**config.mk**
```make
export PLATFORM = sky130hd
export DESIGN_NAME = rt_line_access_ctrl
export DESIGN_NICKNAME = d
export VERILOG_FILES = /design/src/rtl/rt_line_access_ctrl.sv
export SDC_FILE = /design/constraint.sdc
export NUM_CORES = 1
export LEC_CHECK = 0
export BUFFER_PORTS_ARGS = -buffer_cell sky130_fd_sc_hd__buf_2
export CAP_MARGIN = 25
export CORE_MARGIN = 4
export CORE_UTILIZATION = 49
export CTS_CLUSTER_SIZE = 24
export DETAILED_ROUTE_END_ITERATION = 10
export PLACE_DENSITY = 0.87
export SETUP_SLACK_MARGIN = 0.1
export SLEW_MARGIN = 30
export SYNTH_ARGS = -nofsm -noshare
export SYNTH_HDL_FRONTEND = slang
export SYNTH_SLANG_ARGS = --single-unit
```
**constraint.sdc**
```tcl
create_clock -name clk_i -period 2.8 [get_ports clk_i]
set_input_delay 0.56 -clock clk_i [delete_from_list [all_inputs] [get_ports clk_i]]
set_output_delay 0.56 -clock clk_i [all_outputs]
set_load 0.02 [all_outputs]
```
**src/rtl/rt_line_access_ctrl.sv**
```systemverilog
// rt_line_access_ctrl
//   Word-level sequencer for one racetrack line. A single read or write
//   request becomes a train of shift, read and write pulses that walks the
//   track through every offset 0..NSP-1 and then brings it back home.
//   Read bits from every port are assembled into one word.
//
// Ports
//   clk_i, rst_i          clock, synchronous active-high reset
//   req_valid_i/ready_o   request handshake (ready only while idle)
//   req_op_i              00 read data, 01 write data, 10 read lim, 11 illegal
//   req_wdata_i           word to write
//   resp_valid_o          one-cycle completion pulse
//   resp_rdata_o          last assembled read word (held between reads)
//   resp_err_o            set with resp_valid_o for an illegal op
//   shift_s_o, shift_m_o  shift direction (1 = forward) and shift pulse
//   read_current_o        read pulse
//   write_i_o, write_en_o shared write bit value and per-port write enables
//   r_port_data_i         data-plane read ports
//   r_port_lim_i          lim-plane read ports
//   offset_o              current track offset (debug)
//
// NB must be a multiple of NP. Word bit p*NSP+k belongs to port p at offset k.
module rt_line_access_ctrl #(
    parameter int NB        = 32,
    parameter int NP        = 8,
    parameter int SHIFT_CYC = 2,
    parameter int READ_CYC  = 1,
    parameter int WRITE_CYC = 2,
    localparam int NSP      = NB / NP,
    localparam int OW       = (NSP > 1) ? $clog2(NSP) : 1
) (
    input  logic          clk_i,
    input  logic          rst_i,
    input  logic          req_valid_i,
    output logic          req_ready_o,
    input  logic [1:0]    req_op_i,
    input  logic [NB-1:0] req_wdata_i,
    output logic          resp_valid_o,
    output logic [NB-1:0] resp_rdata_o,
    output logic          resp_err_o,
    output logic          shift_s_o,
    output logic          shift_m_o,
    output logic          read_current_o,
    output logic          write_i_o,
    output logic [NP-1:0] write_en_o,
    input  logic [NP-1:0] r_port_data_i,
    input  logic [NP-1:0] r_port_lim_i,
    output logic [OW-1:0] offset_o
);

    localparam int MAX_SR = (SHIFT_CYC > READ_CYC) ? SHIFT_CYC : READ_CYC;
    localparam int MAXC   = (MAX_SR > WRITE_CYC) ? MAX_SR : WRITE_CYC;
    localparam int CW     = $clog2(MAXC + 1);

    localparam logic [CW-1:0] S_LEN  = CW'(SHIFT_CYC);
    localparam logic [CW-1:0] R_LEN  = CW'(READ_CYC);
    localparam logic [CW-1:0] W_LEN  = CW'(WRITE_CYC);
    localparam logic [CW-1:0] R_LAST = CW'(READ_CYC - 1);
    localparam logic [OW-1:0] K_LAST = OW'(NSP - 1);
    localparam logic [OW-1:0] K_ONE  = OW'(1);

    typedef enum logic [2:0] {IDLE, RD, SHF, WR1, WR0, SHB, RESP} state_t;

    state_t          state, next_state;
    logic [CW-1:0]   cnt;
    logic [OW-1:0]   offset;
    logic [1:0]      op_q;
    logic [NB-1:0]   wdata_q;
    logic [NB-1:0]   acc;
    logic [NB-1:0]   rdata_q;
    logic            err_wait;
    logic [CW-1:0]   phase_len;
    logic            in_phase;
    logic            active;
    logic            gap;
    logic            accept;
    logic [NP-1:0]   col;
    logic [NP-1:0]   bus;

    assign req_ready_o = (state == IDLE) && !rst_i;
    assign accept      = req_valid_i && req_ready_o;
    assign bus         = op_q[1] ? r_port_lim_i : r_port_data_i;

    // Every pulsed state is N active cycles followed by one gap cycle; the
    // cycle counter runs 0..N, so cnt == N marks the gap and the phase end.
    always_comb begin
        phase_len = '0;
        in_phase  = 1'b1;
        case (state)
            RD:       phase_len = R_LEN;
            SHF, SHB: phase_len = S_LEN;
            WR1, WR0: phase_len = W_LEN;
            default:  in_phase  = 1'b0;
        endcase
    end

    assign active = in_phase && (cnt < phase_len);
    assign gap    = in_phase && (cnt == phase_len);

    // Column of the latched write word that lines up with the ports at the
    // current offset.
    always_comb begin
        col = '0;
        for (int p = 0; p < NP; p++) begin
            col[p] = wdata_q[p*NSP + int'(offset)];
        end
    end

    // Next-state logic. Reads and writes share the offset walk: visit every
    // offset, shifting forward between them, then shift back home. An
    // illegal op spends one quiet cycle in RESP (err_wait) before responding.
    always_comb begin
        next_state = state;
        case (state)
            IDLE: begin
                if (accept) begin
                    case (req_op_i)
                        2'b01:   next_state = WR1;
                        2'b11:   next_state = RESP;
                        default: next_state = RD;
                    endcase
                end
            end
            RD, WR0: begin
                if (gap) begin
                    if (offset == K_LAST) begin
                        next_state = (NSP > 1) ? SHB : RESP;
                    end else begin
                        next_state = SHF;
                    end
                end
            end
            WR1: begin
                if (gap) next_state = WR0;
            end
            SHF: begin
                if (gap) next_state = (op_q == 2'b01) ? WR1 : RD;
            end
            SHB: begin
                if (gap && (offset == K_ONE)) next_state = RESP;
            end
            RESP: begin
                if (!err_wait) next_state = IDLE;
            end
            default: next_state = IDLE;
        endcase
    end

    // Strobes are decoded straight from the state so that a reset returns
    // them to zero on the very next cycle. write_i_o and shift_s_o are levels
    // that stay put through the gap cycle.
    always_comb begin
        shift_s_o      = (state == SHF);
        shift_m_o      = active && ((state == SHF) || (state == SHB));
        read_current_o = active && (state == RD);
        write_i_o      = (state == WR1);
        write_en_o     = '0;
        if (active && (state == WR1)) begin
            write_en_o = col;
        end else if (active && (state == WR0)) begin
            write_en_o = ~col;
        end
    end

    assign resp_valid_o = (state == RESP) && !err_wait;
    assign resp_err_o   = resp_valid_o && (op_q == 2'b11);
    assign resp_rdata_o = rdata_q;
    assign offset_o     = offset;

    // State register plus datapath. The port bus is captured on the last
    // active read cycle; the finished word is published only when a read
    // moves into RESP, so writes and illegal ops leave resp_rdata_o alone.
    always_ff @(posedge clk_i) begin
        if (rst_i) begin
            state    <= IDLE;
            cnt      <= '0;
            offset   <= '0;
            op_q     <= '0;
            wdata_q  <= '0;
            acc      <= '0;
            rdata_q  <= '0;
            err_wait <= 1'b0;
        end else begin
            state <= next_state;
            cnt   <= (in_phase && !gap) ? cnt + CW'(1) : '0;

            if (accept) begin
                op_q     <= req_op_i;
                wdata_q  <= req_wdata_i;
                err_wait <= (req_op_i == 2'b11);
            end else if (state == RESP) begin
                err_wait <= 1'b0;
            end

            if (gap && (state == SHF)) begin
                offset <= offset + OW'(1);
            end else if (gap && (state == SHB)) begin
                offset <= offset - OW'(1);
            end

            if ((state == RD) && (cnt == R_LAST)) begin
                for (int p = 0; p < NP; p++) begin
                    acc[p*NSP + int'(offset)] <= bus[p];
                end
            end

            if (((state == RD) || (state == SHB)) && (next_state == RESP) && !op_q[0]) begin
                rdata_q <= acc;
            end
        end
    end

endmodule

```
# [Yosys cells after proc, flatten, opt, wreduce, memory -nomap -nowiden]
# Cells that the tools add are included.
[totals] reg_bits=106
[op_classes] n_eq_ne=14 muxes=66 bitwise=2 reduce_logical=39 addsub=10 n_lt_le_gt_ge=17
[ops] cell="32-bit bitwise mux" count=8
[ops] cell="1-bit binary-select mux with 5-bit select" count=7
[ops] cell="1-bit demux with 5-bit select" count=7
[ops] cell="1-bit 2-to-1 mux" count=26
[ops] cell="1-bit logical AND" count=25
[ops] cell="5-bit by 2-bit adder with 6-bit output (first input constant)" count=4
[ops] cell="6-bit by 1-bit greater-or-equal comparator with 1-bit output (second input constant)" count=4
[ops] cell="6-bit less-than comparator (second input constant)" count=4
[ops] cell="8-bit 2-to-1 mux" count=3
[ops] cell="3-bit 2-to-1 mux" count=7
[ops] cell="3-bit case mux with 6 select lines" count=1
[ops] cell="3-bit equality test (second input constant)" count=4
[ops] cell="5-bit by 6-bit less-than comparator with 1-bit output (second input constant)" count=2
[ops] cell="4-bit by 2-bit adder with 5-bit output (first input constant)" count=2
[ops] cell="5-bit by 1-bit greater-or-equal comparator with 1-bit output (second input constant)" count=2
[ops] cell="8-bit NOT" count=1
[ops] cell="2-bit by 1-bit equality test with 1-bit output (second input constant)" count=3
[ops] cell="2-bit equality test (second input constant)" count=3
[ops] cell="3-bit by 2-bit equality test with 1-bit output (second input constant)" count=2
[ops] cell="2-bit by 6-bit less-than comparator with 1-bit output (second input constant)" count=1
[ops] cell="4-bit by 6-bit less-than comparator with 1-bit output (second input constant)" count=1
[ops] cell="2-bit 2-to-1 mux" count=3
[ops] cell="3-bit case mux with 2 select lines" count=1
[ops] cell="5-bit OR reduction" count=1
[ops] cell="other kinds (19)" count=26

# [Depth between registers and ports, before layout]
[logic_depth] word_depth=12 ltp_mapped=11 ltp_nobuf=8

# [Worst setup path before layout]
# No wires, ideal clock.
[synth_path] kind="register -> register" from="register state[1]" to="register rdata_q[10] (netlist: resp_rdata_o[10])" period_less_slack_ns=2.626 t_arrival_ns=2.554 slack_ns=0.174 n_path_buf=3 stages_incl_launch_ff=12 required_ns=2.728 cell_sequence="dfxtp_1 -> buf_4 -> nand2b_1 -> nor2_1 -> ha_1 -> and2_1 -> clkbuf_1 -> a22oi_1 -> o2111ai_1 -> nor4_4 -> buf_6 -> mux2i_1"
[synth_between] elab_chain_len=11 elab_cells_between_ends=28
[synth_lines] item="start: declaration" line_no="64" source="state_t state, next_state;"
[synth_lines] item="start signal: assignment" line_no="184" source="state <= next_state;"
[synth_lines] item="3-bit by 2-bit equality test with 1-bit output (tied with other cells)" line_no="89, 114"
[synth_lines] item="4-bit OR reduction (no source line)"
[synth_lines] item="2-bit case mux with 2 select lines" line_no="89" source="case (state)"
[synth_lines] item="2-bit equality test" line_no="98" source="assign gap = in_phase && (cnt == phase_len);"
[synth_lines] item="1-bit logical AND" line_no="98"
[synth_lines] item="1-bit logical AND" line_no="140" source="if (gap && (offset == K_ONE)) next_state = RESP;"
[synth_lines] item="3-bit 2-to-1 mux" line_no="140"
[synth_lines] item="3-bit case mux with 6 select lines" line_no="114" source="case (state)"
[synth_lines] item="3-bit equality test" line_no="207" source="if (((state == RD) || (state == SHB)) && (next_state == RESP) && !op_q[0]) begin"
[synth_lines] item="1-bit logical AND (*) (2 in series)" line_no="207"
[synth_lines] item="end signal: assignment" line_no="181" source="rdata_q <= '0;"
[synth_lines] item="end signal: assignment" line_no="208" source="rdata_q <= acc;"
[synth_lines] item="end: declaration" line_no="70" source="logic [NB-1:0] rdata_q;"
# Every way passes the cells marked *; elsewhere a longest branch is shown, timed or not.
# A chain may end at the register's enable or synchronous reset.

# [Worst setup path after layout]
[layout_path] from="register state[2]" to="output port write_en_o[4]"
[layout_between] elab_chain_len=8 elab_cells_between_ends=15
[layout_lines] item="3-bit by 2-bit equality test with 1-bit output (tied with other cells)" line_no="89"
[layout_lines] item="4-bit OR reduction (no source line)"
[layout_lines] item="2-bit case mux with 2 select lines" line_no="89"
[layout_lines] item="2-bit less-than comparator" line_no="97" source="assign active = in_phase && (cnt < phase_len);"
[layout_lines] item="1-bit logical AND" line_no="97"
[layout_lines] item="1-bit logical AND" line_no="160" source="end else if (active && (state == WR0)) begin"
[layout_lines] item="8-bit 2-to-1 mux" line_no="160"
[layout_lines] item="8-bit 2-to-1 mux (*)" line_no="158" source="if (active && (state == WR1)) begin"
[layout_lines] item="end: declaration" line_no="45" source="output logic [NP-1:0] write_en_o,"
# Marked as above.

==> metrics.txt <==
Slew HR=52.0%; setup violators final=0; Hold WS=0.358 ns; hold violation total from the final report=0; WP data arrival=2.06 ns; Max Slew Vio Count=0; port buffer count=101; Synth Net Count=594; Setup CP Type=flip-flop to output pin; fin area=5860 sq um; die area=11600 sq um; #FFs+latches synth=106; cts hold-fix bufs=0; Synth Instances=534; n_diodes=0; drc violations=0; Die Span X=108 microns; Power Density=602 nW/um^2; Area after DPL=5500 sq um; Cell variety after synth=40; gr usage total=20.2%; sw power=1.06 mW; Worst Path Max Fanout=8; Max stage delay on crit path=0.38 ns; TritonCTS buffer count=9; FFs w/ async S/R, synth=0%; largest net degree at the start of global routing=137; GR peak layer=met2; first-pass GRT wire length=18800 microns; FMAX=382 MHz; post-layout min period=2.62 ns; Root Buffer=clkbuf_8; Starting Density=50.1%; CTS sink cnt=106; GR Util met2=33.0%; worst skew pair latency=0.38 ns; max-cap violations=0; routability cong.=0.847; initial antenna violation count=0; period utilization=93.6%; total negative slack=0 ns; met3 Usage GRT=4.50%; startpoint types=flip-flop; Vias=4036; RSZ-0062 raised after global routing=no; ANT nets after route=0; clock group share of total power=30.9%; Mapped Area=4870 sq um; register share of total power=47.7%; detailed placer's ending HPWL=7930 microns; GR Util met1=26.5%; prevailing post-synth register cell=dfxtp_1; final wirelength=11500 microns; H-tree depth=3; num rows=36; Worst Path Required=2.24 ns; post-DR vias/cell=5.30; Syn Area/Cell=9.12 sq um; switch share=30.1%; layout cells sized above 1=26.6%; register area share after synthesis=43.6%; cell chain of the critical path=nor2b_2, nor2_2, ha_4, a21oi_4, nand3_4, o21ai_1, buf_4; static leakage power=2.36 nW; Nets=683; CTS tree=yes; Peak VDD IR=0.000293 V; total global routing overflow=0; core area=9730 sq um; # IOs=102; clock skew=0.0130 ns; slowest cell on the critical path=dfxtp_4; Max Root-Sink Buffers=2; Slew @ Worst Pin=0.721 ns; DRT Pass-1 Iters=5; HP Class=primary input to flip-flop; Starting DRT DRC Count=196; vias in the first global route=3859; type of destination of the critical path=output pin; Internal Power=2.46 mW; YS warnings=0; filler instances=880; area grow syn2layout=20.2%; DR WL/cell=15.1 microns; Post-synth EDFFs=0; Combinational Power Share=21.4%; die extent in y=108 microns; Clock Pin Slew Worst Setup and Hold Paths=0.11 ns; run status=complete, no violations
-- layer usage --
| metal | up-vias | share of wire, % |
|---|---|---|
| met4 | 0 | 2.1 |
| met1 | 1877 | 43 |
| met2 | 140 | 48 |
| met3 | 21 | 6.4 |
| li1 | 1998 | - |
| met5 | - | 0 |
-- cell families (layout without fill, tap and decap cells) --
logic type | after synthesis | count (layout) | share of synthesized area [%]
adders and majority gates | 7 | 7 | 1.80
buffers and inverters | 52 | 146 | 4.78
DFF | 106 | 106 | 43.6
AOI/OAI and AO/OA | 68 | 68 | 10.1
muxes | 48 | 48 | 11.9
and+or+nand+nor | 253 | 253 | 27.8
-- sequential cells by signal, summed over array words and instances (netlist names) --
signal        flops
wdata_q          32
err_wait          1
state             3
acc              32
op_q              2
cnt               2
offset_o          2
resp_rdata_o     32
-- metrics by stage --
stage	cells	utilization [%]	setup WS, ns	total power, mW
finish	761	60.2	0.179	3.53
CTS	759	59.3	0.111	3.53
global route	761	60.2	0.0842	3.71
global placement	742	56.5	0.349	2.39
detailed placement	742	56.5	0.183	2.41
floorplan	534	-	0.174	2.19
-- final cells by class --
cell class	instances	area, sq um	area share, %
clock buffer	9	124	2.12
clock inverter	7	110	1.88
inverter	7	26.3	0.449
multi-input combinational	376	2590	44.2
sequential	106	2130	36.3
tap	133	166	2.84
timing repair buffer	123	714	12.2
-- path summary, 6_finish.rpt --
check	start	end	slack [ns]	cells after the start
max reg2reg	state[1]$_SDFF_PP0_	resp_rdata_o[16]$_SDFFE_PP0P_	0.27	9
min reg2reg	cnt[0]$_SDFF_PP0_	cnt[0]$_SDFF_PP0_	0.43	1
max	state[2]$_SDFF_PP0_	write_en_o[4]	0.18	7
min	req_wdata_i[23]	wdata_q[23]$_SDFFE_PP0P_	0.36	3
-- critical path, delay by kind of cell, from the launching register on --
kind	cells	cell delay (ns)
AOI/OAI and AO/OA	2	0.41
buffers and inverters	1	0.16
DFF	1	0.38
adders and majority gates	1	0.23
and+or+nand+nor	3	0.48
-- cell usage after synthesis, drive strengths merged, types with 2 or more instances --
library cell  instances  area (sq um)
dfxtp               106          2120
nand2                75           282
nand2b               66           413
nor2                 42           158
mux2i                40           400
clkbuf               33           124
nand3b               33           248
a211oi               32           240
o21ai                13          65.1
buf                  12          82.6
nand3                12          60.1
mux4                  8           180
a21oi                 7          35.0
ha                    7          87.6
inv                   7          26.3
and3                  6          37.5
nor2b                 6          37.5
and2                  5          31.3
a22oi                 2          15.0
and3b                 2          17.5
nor4                  2          42.5
o21a                  2          15.0
o41ai                 2          17.5
-- power groups by stage --
stage / sequential [mW] / clock [mW] / combinational, mW
detailed placement: 1.71 / 0 / 0.698
floorplan: 1.69 / 0 / 0.496
CTS: 1.68 / 1.11 / 0.737
global route: 1.69 / 1.19 / 0.835
finish: 1.68 / 1.09 / 0.755
global placement: 1.70 / 0 / 0.682
-- layout by cell type, fill, tap and decap left out, types with 3 or more instances in the layout --
cell type / n
nand2_1: 75
o21ai_0: 5
a211oi_1: 32
nor2_1: 40
nand3b_1: 33
buf_6: 3
ha_1: 6
inv_1: 7
mux2i_1: 40
nand2b_1: 66
and2_1: 5
a21oi_1: 6
and3_1: 6
buf_2: 93
inv_8: 3
mux4_2: 8
clkbuf_8: 9
o21ai_2: 6
nor2b_1: 4
nand3_1: 11
buf_4: 26
dfxtp_1: 103
-- repair_timing --
item	4_1_cts	5_1_grt
setup endpoints to repair	10	42
pin swaps	2	4
resized for setup	13	25
setup buffers	0	2
gates cloned	1	0
(Power assumes the default switching activity.)
